File: config.mk
export PLATFORM = sky130hd
export DESIGN_NAME = fifo_refill_scheduler
export DESIGN_NICKNAME = d
export VERILOG_FILES = /design/src/rtl/fifo_refill_scheduler_pkg.sv /design/src/rtl/refill_credit_chk.sv /design/src/rtl/fifo_refill_scheduler.sv
export SDC_FILE = /design/constraint.sdc
export NUM_CORES = 1
export LEC_CHECK = 0
export CAP_MARGIN = 10
export CORE_UTILIZATION = 50
export DETAILED_ROUTE_END_ITERATION = 12
export GPL_ROUTABILITY_DRIVEN = 1
export GPL_TIMING_DRIVEN = 0
export PLACE_DENSITY = 0.91
export RECOVER_POWER = 25
export SYNTH_ARGS = -nofsm -noshare
export SYNTH_HDL_FRONTEND = slang
export SYNTH_SLANG_ARGS = --single-unit
export TNS_END_PERCENT = 30
File: constraint.sdc
create_clock -name wr_clk -period 9.8 [get_ports wr_clk]
set_input_delay 1.96 -clock wr_clk [delete_from_list [all_inputs] [get_ports wr_clk]]
set_output_delay 1.96 -clock wr_clk [all_outputs]
set_load 0.05 [all_outputs]
File: src/rtl/fifo_refill_scheduler_pkg.sv
// Shared types for the frame FIFO refill scheduler: FSM state encoding and
// the DDR read-port burst length width.
package fifo_refill_scheduler_pkg;

   localparam int LEN_W = 8;

   typedef enum logic [2:0] {
      ST_IDLE,
      ST_CHECK,
      ST_REQ,
      ST_DATA,
      ST_DONE
   } state_t;

endpackage

File: src/rtl/refill_credit_chk.sv
// Burst sizing and FIFO credit test: len = min(BURST_LEN, remaining) and
// whether a burst of that length still fits on top of the current level.
module refill_credit_chk
   import fifo_refill_scheduler_pkg::*;
#(
   parameter int BURST_LEN = 16,
   parameter int DEPTH_W   = 10,
   parameter int REM_W     = 20
) (
   input  logic [REM_W-1:0]   remaining,
   input  logic [DEPTH_W:0]   level,
   output logic [LEN_W-1:0]   len,
   output logic               fits
);

   localparam int SUM_W = DEPTH_W + 2;
   localparam logic [SUM_W-1:0] CAPACITY = {2'b01, {DEPTH_W{1'b0}}};

   logic [SUM_W-1:0] sum;

   // NOTE: every output gets a value on every path, so no latch can form.
   always_comb begin
      if (32'(remaining) < 32'(BURST_LEN)) begin
         len = LEN_W'(remaining);
      end else begin
         len = LEN_W'(BURST_LEN);
      end
      // One spare bit keeps level+len from wrapping before the compare.
      sum  = {1'b0, level} + SUM_W'(len);
      fits = (sum <= CAPACITY);
   end

endmodule

File: src/rtl/fifo_refill_scheduler.sv
// Write-side refill controller: issues one DDR read burst at a time while the
// FIFO has room and forwards returned beats into the FIFO, one frame per start.
module fifo_refill_scheduler
   import fifo_refill_scheduler_pkg::*;
#(
   parameter int                ADDR_W      = 28,
   parameter int                DATA_W      = 64,
   parameter int                DEPTH_W     = 10,
   parameter int                BURST_LEN   = 16,
   parameter int                FRAME_BEATS = 518400,
   parameter logic [ADDR_W-1:0] BASE_ADDR   = '0,
   parameter int                BEAT_BYTES  = 8
) (
   input  logic               wr_clk,
   input  logic               wr_rst,
   input  logic               frame_start,
   input  logic [DEPTH_W:0]   wr_water_level,
   output logic               rd_req,
   output logic [ADDR_W-1:0]  rd_addr,
   output logic [LEN_W-1:0]   rd_len,
   input  logic               rd_ack,
   input  logic               rd_data_valid,
   input  logic [DATA_W-1:0]  rd_data,
   output logic               fifo_wr_en,
   output logic [DATA_W-1:0]  fifo_wr_data,
   output logic               frame_done,
   output logic               busy,
   output logic               overflow_err
);

   localparam int                REM_W     = $clog2(FRAME_BEATS + 1);
   localparam logic [REM_W-1:0]  FRAME_REM = REM_W'(FRAME_BEATS);
   localparam logic [DEPTH_W:0]  FULL      = {1'b1, {DEPTH_W{1'b0}}};

   state_t             state, state_nx;
   logic [ADDR_W-1:0]  next_addr;
   logic [REM_W-1:0]   remaining;
   logic [REM_W-1:0]   remaining_nx;
   logic [LEN_W-1:0]   beat_cnt;
   logic               restart_pend;
   logic [LEN_W-1:0]   chk_len;
   logic               chk_fits;
   logic               launch;
   logic               last_beat;
   logic               restart;
   logic               load_frame;

   refill_credit_chk #(
      .BURST_LEN (BURST_LEN),
      .DEPTH_W   (DEPTH_W),
      .REM_W     (REM_W)
   ) u_credit (
      .remaining (remaining),
      .level     (wr_water_level),
      .len       (chk_len),
      .fits      (chk_fits)
   );

   assign launch       = (state == ST_CHECK) && !frame_start && chk_fits;
   assign last_beat    = (state == ST_DATA) && rd_data_valid && (beat_cnt == LEN_W'(1));
   assign restart      = restart_pend || frame_start;
   assign remaining_nx = remaining - REM_W'(rd_len);
   assign load_frame   = (frame_start && (state == ST_IDLE || state == ST_CHECK || state == ST_DONE))
                      || (last_beat && restart);

   // NOTE: reset is sampled inside the clocked block, so it is synchronous.
   always_ff @(posedge wr_clk) begin
      if (wr_rst) state <= ST_IDLE;
      else        state <= state_nx;
   end

   always_comb begin
      state_nx   = state;
      rd_req     = (state == ST_REQ);
      busy       = (state != ST_IDLE);
      frame_done = (state == ST_DONE) && !frame_start;
      unique case (state)
         ST_IDLE:  if (frame_start) state_nx = ST_CHECK;
         ST_CHECK: if (launch) state_nx = ST_REQ;
         ST_REQ:   if (rd_ack) state_nx = ST_DATA;
         ST_DATA: begin
            if (last_beat) begin
               if (!restart && remaining_nx == '0) state_nx = ST_DONE;
               else                               state_nx = ST_CHECK;
            end
         end
         ST_DONE:  state_nx = frame_start ? ST_CHECK : ST_IDLE;
         default:  state_nx = ST_IDLE;
      endcase
   end

   // NOTE: sequential state uses non-blocking assignments only.
   always_ff @(posedge wr_clk) begin
      if (wr_rst) begin
         rd_addr      <= BASE_ADDR;
         rd_len       <= '0;
         next_addr    <= BASE_ADDR;
         remaining    <= '0;
         beat_cnt     <= '0;
         restart_pend <= 1'b0;
         fifo_wr_en   <= 1'b0;
         fifo_wr_data <= '0;
         overflow_err <= 1'b0;
      end else begin
         fifo_wr_en <= 1'b0;

         if (load_frame) begin
            next_addr <= BASE_ADDR;
            remaining <= FRAME_REM;
         end else if (last_beat) begin
            next_addr <= next_addr + ADDR_W'(rd_len) * ADDR_W'(BEAT_BYTES);
            remaining <= remaining_nx;
         end

         if (launch) begin
            rd_addr <= next_addr;
            rd_len  <= chk_len;
         end

         if (state == ST_REQ && rd_ack) beat_cnt <= rd_len;

         if (state == ST_DATA && rd_data_valid) begin
            beat_cnt <= beat_cnt - LEN_W'(1);
            // A pending restart drains the rest of the burst without writing it.
            if (!restart_pend) begin
               fifo_wr_en   <= 1'b1;
               fifo_wr_data <= rd_data;
               if (wr_water_level == FULL) overflow_err <= 1'b1;
            end
         end

         if (last_beat) begin
            restart_pend <= 1'b0;
         end else if ((state == ST_REQ || state == ST_DATA) && frame_start) begin
            restart_pend <= 1'b1;
         end
      end
   end

endmodule
==> results.md <==
- Num rows: 44
- Chip Width: 124 um
- Detailed Route Iter0 Violations: 540
- Sum of net half-perimeters after detailed placement: 15400 um
- Max stage delay on crit path: 0.87 ns
- Max transition margin: 53.5%
- CTS H-tree lvls: 4
- Proportion of register bits with asynchronous set or reset after synthesis: 0%
- Post-synth EDFFs: 0
- Die area: 15300 um2
- Fin crit share: 53.0%
- Post-synthesis cell area: 7410 um2
- Number of global-route vias before repair: 6713
- Number of buffers created by CTS: 17
- Die height: 124 um
- Number of buffers inserted by port buffering: 180
- Max Fclk: 192 MHz
- Nature of the critical path startpoint: primary input
- Sequence of cells on the critical path: clkbuf_1 -> nor4_1 -> clkdlybuf4s50_1
- Gpl congestion: 0.915
- Number of buffers inserted for hold repair after clock tree synthesis: 0
- Setup Crit Path Kind: primary input to primary output
- Maximum number of pins on one net before global-route repair: 17
- Cells after Synth: just over 900
- Actual transition at the worst max-transition pin: approximately 0.7 ns
- DRC errors left: 0
- Sequential share of the synthesized area: 41.8%
- Grt ovf: 0
- Leading area contributor after synthesis: sky130_fd_sc_hd__dfxtp_1
- Setup repair after global routing missed its margin: false
- Number of iterations in the first detailed-routing pass: 5
- Effective utilization at floorplan: roughly 50%
- Area delta synth->final: 36.1%
- Design Area, Final: roughly 10000 um2
- Cell Area, Placed: ~9500 um2
- Number of setup buffers added after CTS: 0
- Filler instances: around 1100
- Leakage: around 0.0038 uW
- Number of max-capacitance violations reported: 0
- Mean post-synth cell area: about 8.1 um2
- Initial antenna violation count: 0
- Pins over their slew limit: 0
- Worst skew pair latency: 0.42 ns
- Primary FF master, synth: sky130_fd_sc_hd__dfxtp_1
- Antenna cells: 0
- Flops & latches, synth: roughly 160
- Net count, final: 1226
- Wire length of the first global-routing pass: 32700 um
- Number of distinct library cell variants in the gate-level netlist after synthesis: 68
- Total power per unit cell area: 153 nW/um2
- Outcome: complete, no violations
- Worst path arrival time: 3.24 ns
- Post-DRT Antenna Nets: 0
- Detailed-route wire length per cell: 16.0 um
- Sink count of the clock tree: 155
- Number of vias per cell: 5.56
- Count of warnings emitted by yosys: 0
- Setup TNS after final layout: 0 ns
- Minimum period implied by the final worst setup slack: ~5.2 ns
- Total area of multi-input combinational cells: 4010 um2
- Worst Path Required: around 7.8 ns
- CTS Root Buffer Type: sky130_fd_sc_hd__clkbuf_16
- CTS tree: yes
- Class of the tightest hold or removal check: flip-flop to flip-flop
- Largest cells by area after synthesis: sky130_fd_sc_hd__dfxtp_1 (42%), sky130_fd_sc_hd__nand2_1 (10%), sky130_fd_sc_hd__a21oi_1 (8.1%), sky130_fd_sc_hd__mux2i_1 (4.7%), sky130_fd_sc_hd__ha_1 (4.4%)
- Maximum vdd ir drop: 142 uV
- Cts repair resizes: 0
- Critical-path top delay cell: sky130_fd_sc_hd__clkdlybuf4s50_1
- Total global routing track utilization: 27.6%
- # IOs: 185
- Maximum clock path buffer count: 2
- Count of endpoints failing hold in the final timing report: 0
- Storage element area: ~3100 um2
- Share of the synthesized area in the top cell type: 41.8%
- Clock transition at the registers of the reported paths: 0.06 ns
- Setup Viol. Count Final: 0
- DR vias: 7303
- Layout cells sized above 1: 4.69%
- Final wirelength: 21100 um
- CP endpoint kind: primary output
- Maximum fanout encountered on the critical timing path: 9
- Floorplan core area: 14500 um2
- Clock Skews: between 0.005 and 0.006 ns
-- final cells by class --
type / instances / share of cell area [%]
repair buffers: 180 / 17.8
flip-flops and latches: 155 / 30.7
clock buffers: 20 / 4.33
inverters: 24 / 0.892
clock inverters: 11 / 1.91
well taps: 184 / 2.28
multi-input cells: 688 / 39.7
plain buffers: 51 / 2.31
-- metrics by stage --
stage / power [uW] / cells / util [%] / setup WS [ns] / hold WS (ns)
after floorplan: 779 / 918 / - / 4.26 / 0.443
after global placement: 849 / 1282 / 65.4 / 4.46 / 0.441
after detailed placement: 852 / 1282 / 65.4 / 4.40 / 0.446
after CTS: 1550 / 1313 / 69.7 / 4.59 / 0.454
after global routing: 1600 / 1313 / 69.7 / 4.26 / 0.470
final: 1550 / 1313 / 69.7 / 4.60 / 0.447
-- per-layer routing --
metal  vias to the layer above  wire length (um)  GRT usage [%]
met3                        63              1400           6.50
li1                       3592                 -              -
met1                      3371              8850           34.0
met5                         -                 0              0
met2                       277             10100           44.4
met4                         0               703           14.8
-- kinds of logic after synthesis --
| group | synth area share, % |
|---|---|
| flops | 41.8 |
| other cells | 0.0506 |
| xor+xnor | 1.89 |
| buf+inv | 4.35 |
| compound gates | 18.1 |
| mux | 4.72 |
| simple gates | 23.9 |
| fa+ha+maj | 5.20 |
-- registers in the layout, indices dropped and copies added, names as in the netlist --
signal / flops
fifo_wr_data: 64
next_addr: 25
rd_addr: 25
remaining: 19
beat_cnt: 8
rd_len: 8
state: 3
fifo_wr_en: 1
overflow_err: 1
restart_pend: 1
-- worst paths after layout --
check / cells after the start / slack, ns / from / end
max reg2reg: 18 / 4.63 / remaining[8]$_SDFFE_PP0P_ / rd_addr[8]$_SDFFE_PP0P_
max: 3 / 4.60 / frame_start / frame_done
min reg2reg: 2 / 0.45 / fifo_wr_data[15]$_SDFFE_PP0P_ / fifo_wr_data[15]$_SDFFE_PP0P_
min: 2 / 0.45 / fifo_wr_data[15]$_SDFFE_PP0P_ / fifo_wr_data[15]$_SDFFE_PP0P_
-- Yosys cell counts, types with 6 or more instances --
master,n
sky130_fd_sc_hd__nor3_1,15
sky130_fd_sc_hd__o21a_1,7
sky130_fd_sc_hd__a211oi_1,6
sky130_fd_sc_hd__clkbuf_1,39
sky130_fd_sc_hd__nor4_1,8
sky130_fd_sc_hd__o21ai_0,20
sky130_fd_sc_hd__mux2i_1,35
sky130_fd_sc_hd__ha_1,26
sky130_fd_sc_hd__a21oi_1,120
sky130_fd_sc_hd__dfxtp_1,155
sky130_fd_sc_hd__and3_1,11
sky130_fd_sc_hd__nand3_1,12
sky130_fd_sc_hd__nor2_1,74
sky130_fd_sc_hd__a31oi_1,7
sky130_fd_sc_hd__inv_1,23
sky130_fd_sc_hd__or3_1,20
sky130_fd_sc_hd__nand2_1,200
sky130_fd_sc_hd__xnor2_1,11
sky130_fd_sc_hd__or4_1,6
-- cell usage in the layout (no fill, tap or decap), drive strengths merged, types with 6 or more instances in the layout --
cell type and instances:
a211oi 8, a21oi 120, a31oi 7, and3 11
buf 12, clkbuf 59, clkdlybuf4s50 116, conb 6
dfxtp 155, dlygate4sd3 64, ha 26, inv 24
mux2i 35, nand2 200, nand3 12, nor2 75
nor3 15, nor4 9, o21a 7, o21ai 25
or2 6, or3 20, or4 7, xnor2 11
-- worst max-delay path: cells and delay by family --
family                 cells  cell delay (ns)
AND/OR/NAND/NOR            1             0.22
buffers and inverters      2             1.05
-- power by group --
| group | internal (uW) | switching, uW | total (uW) |
|---|---|---|---|
| sequential | 640 | 8.52 | 649 |
| combinational | 80.5 | 112 | 193 |
| clock | 450 | 255 | 706 |
Power figures use the tool's default switching activity.
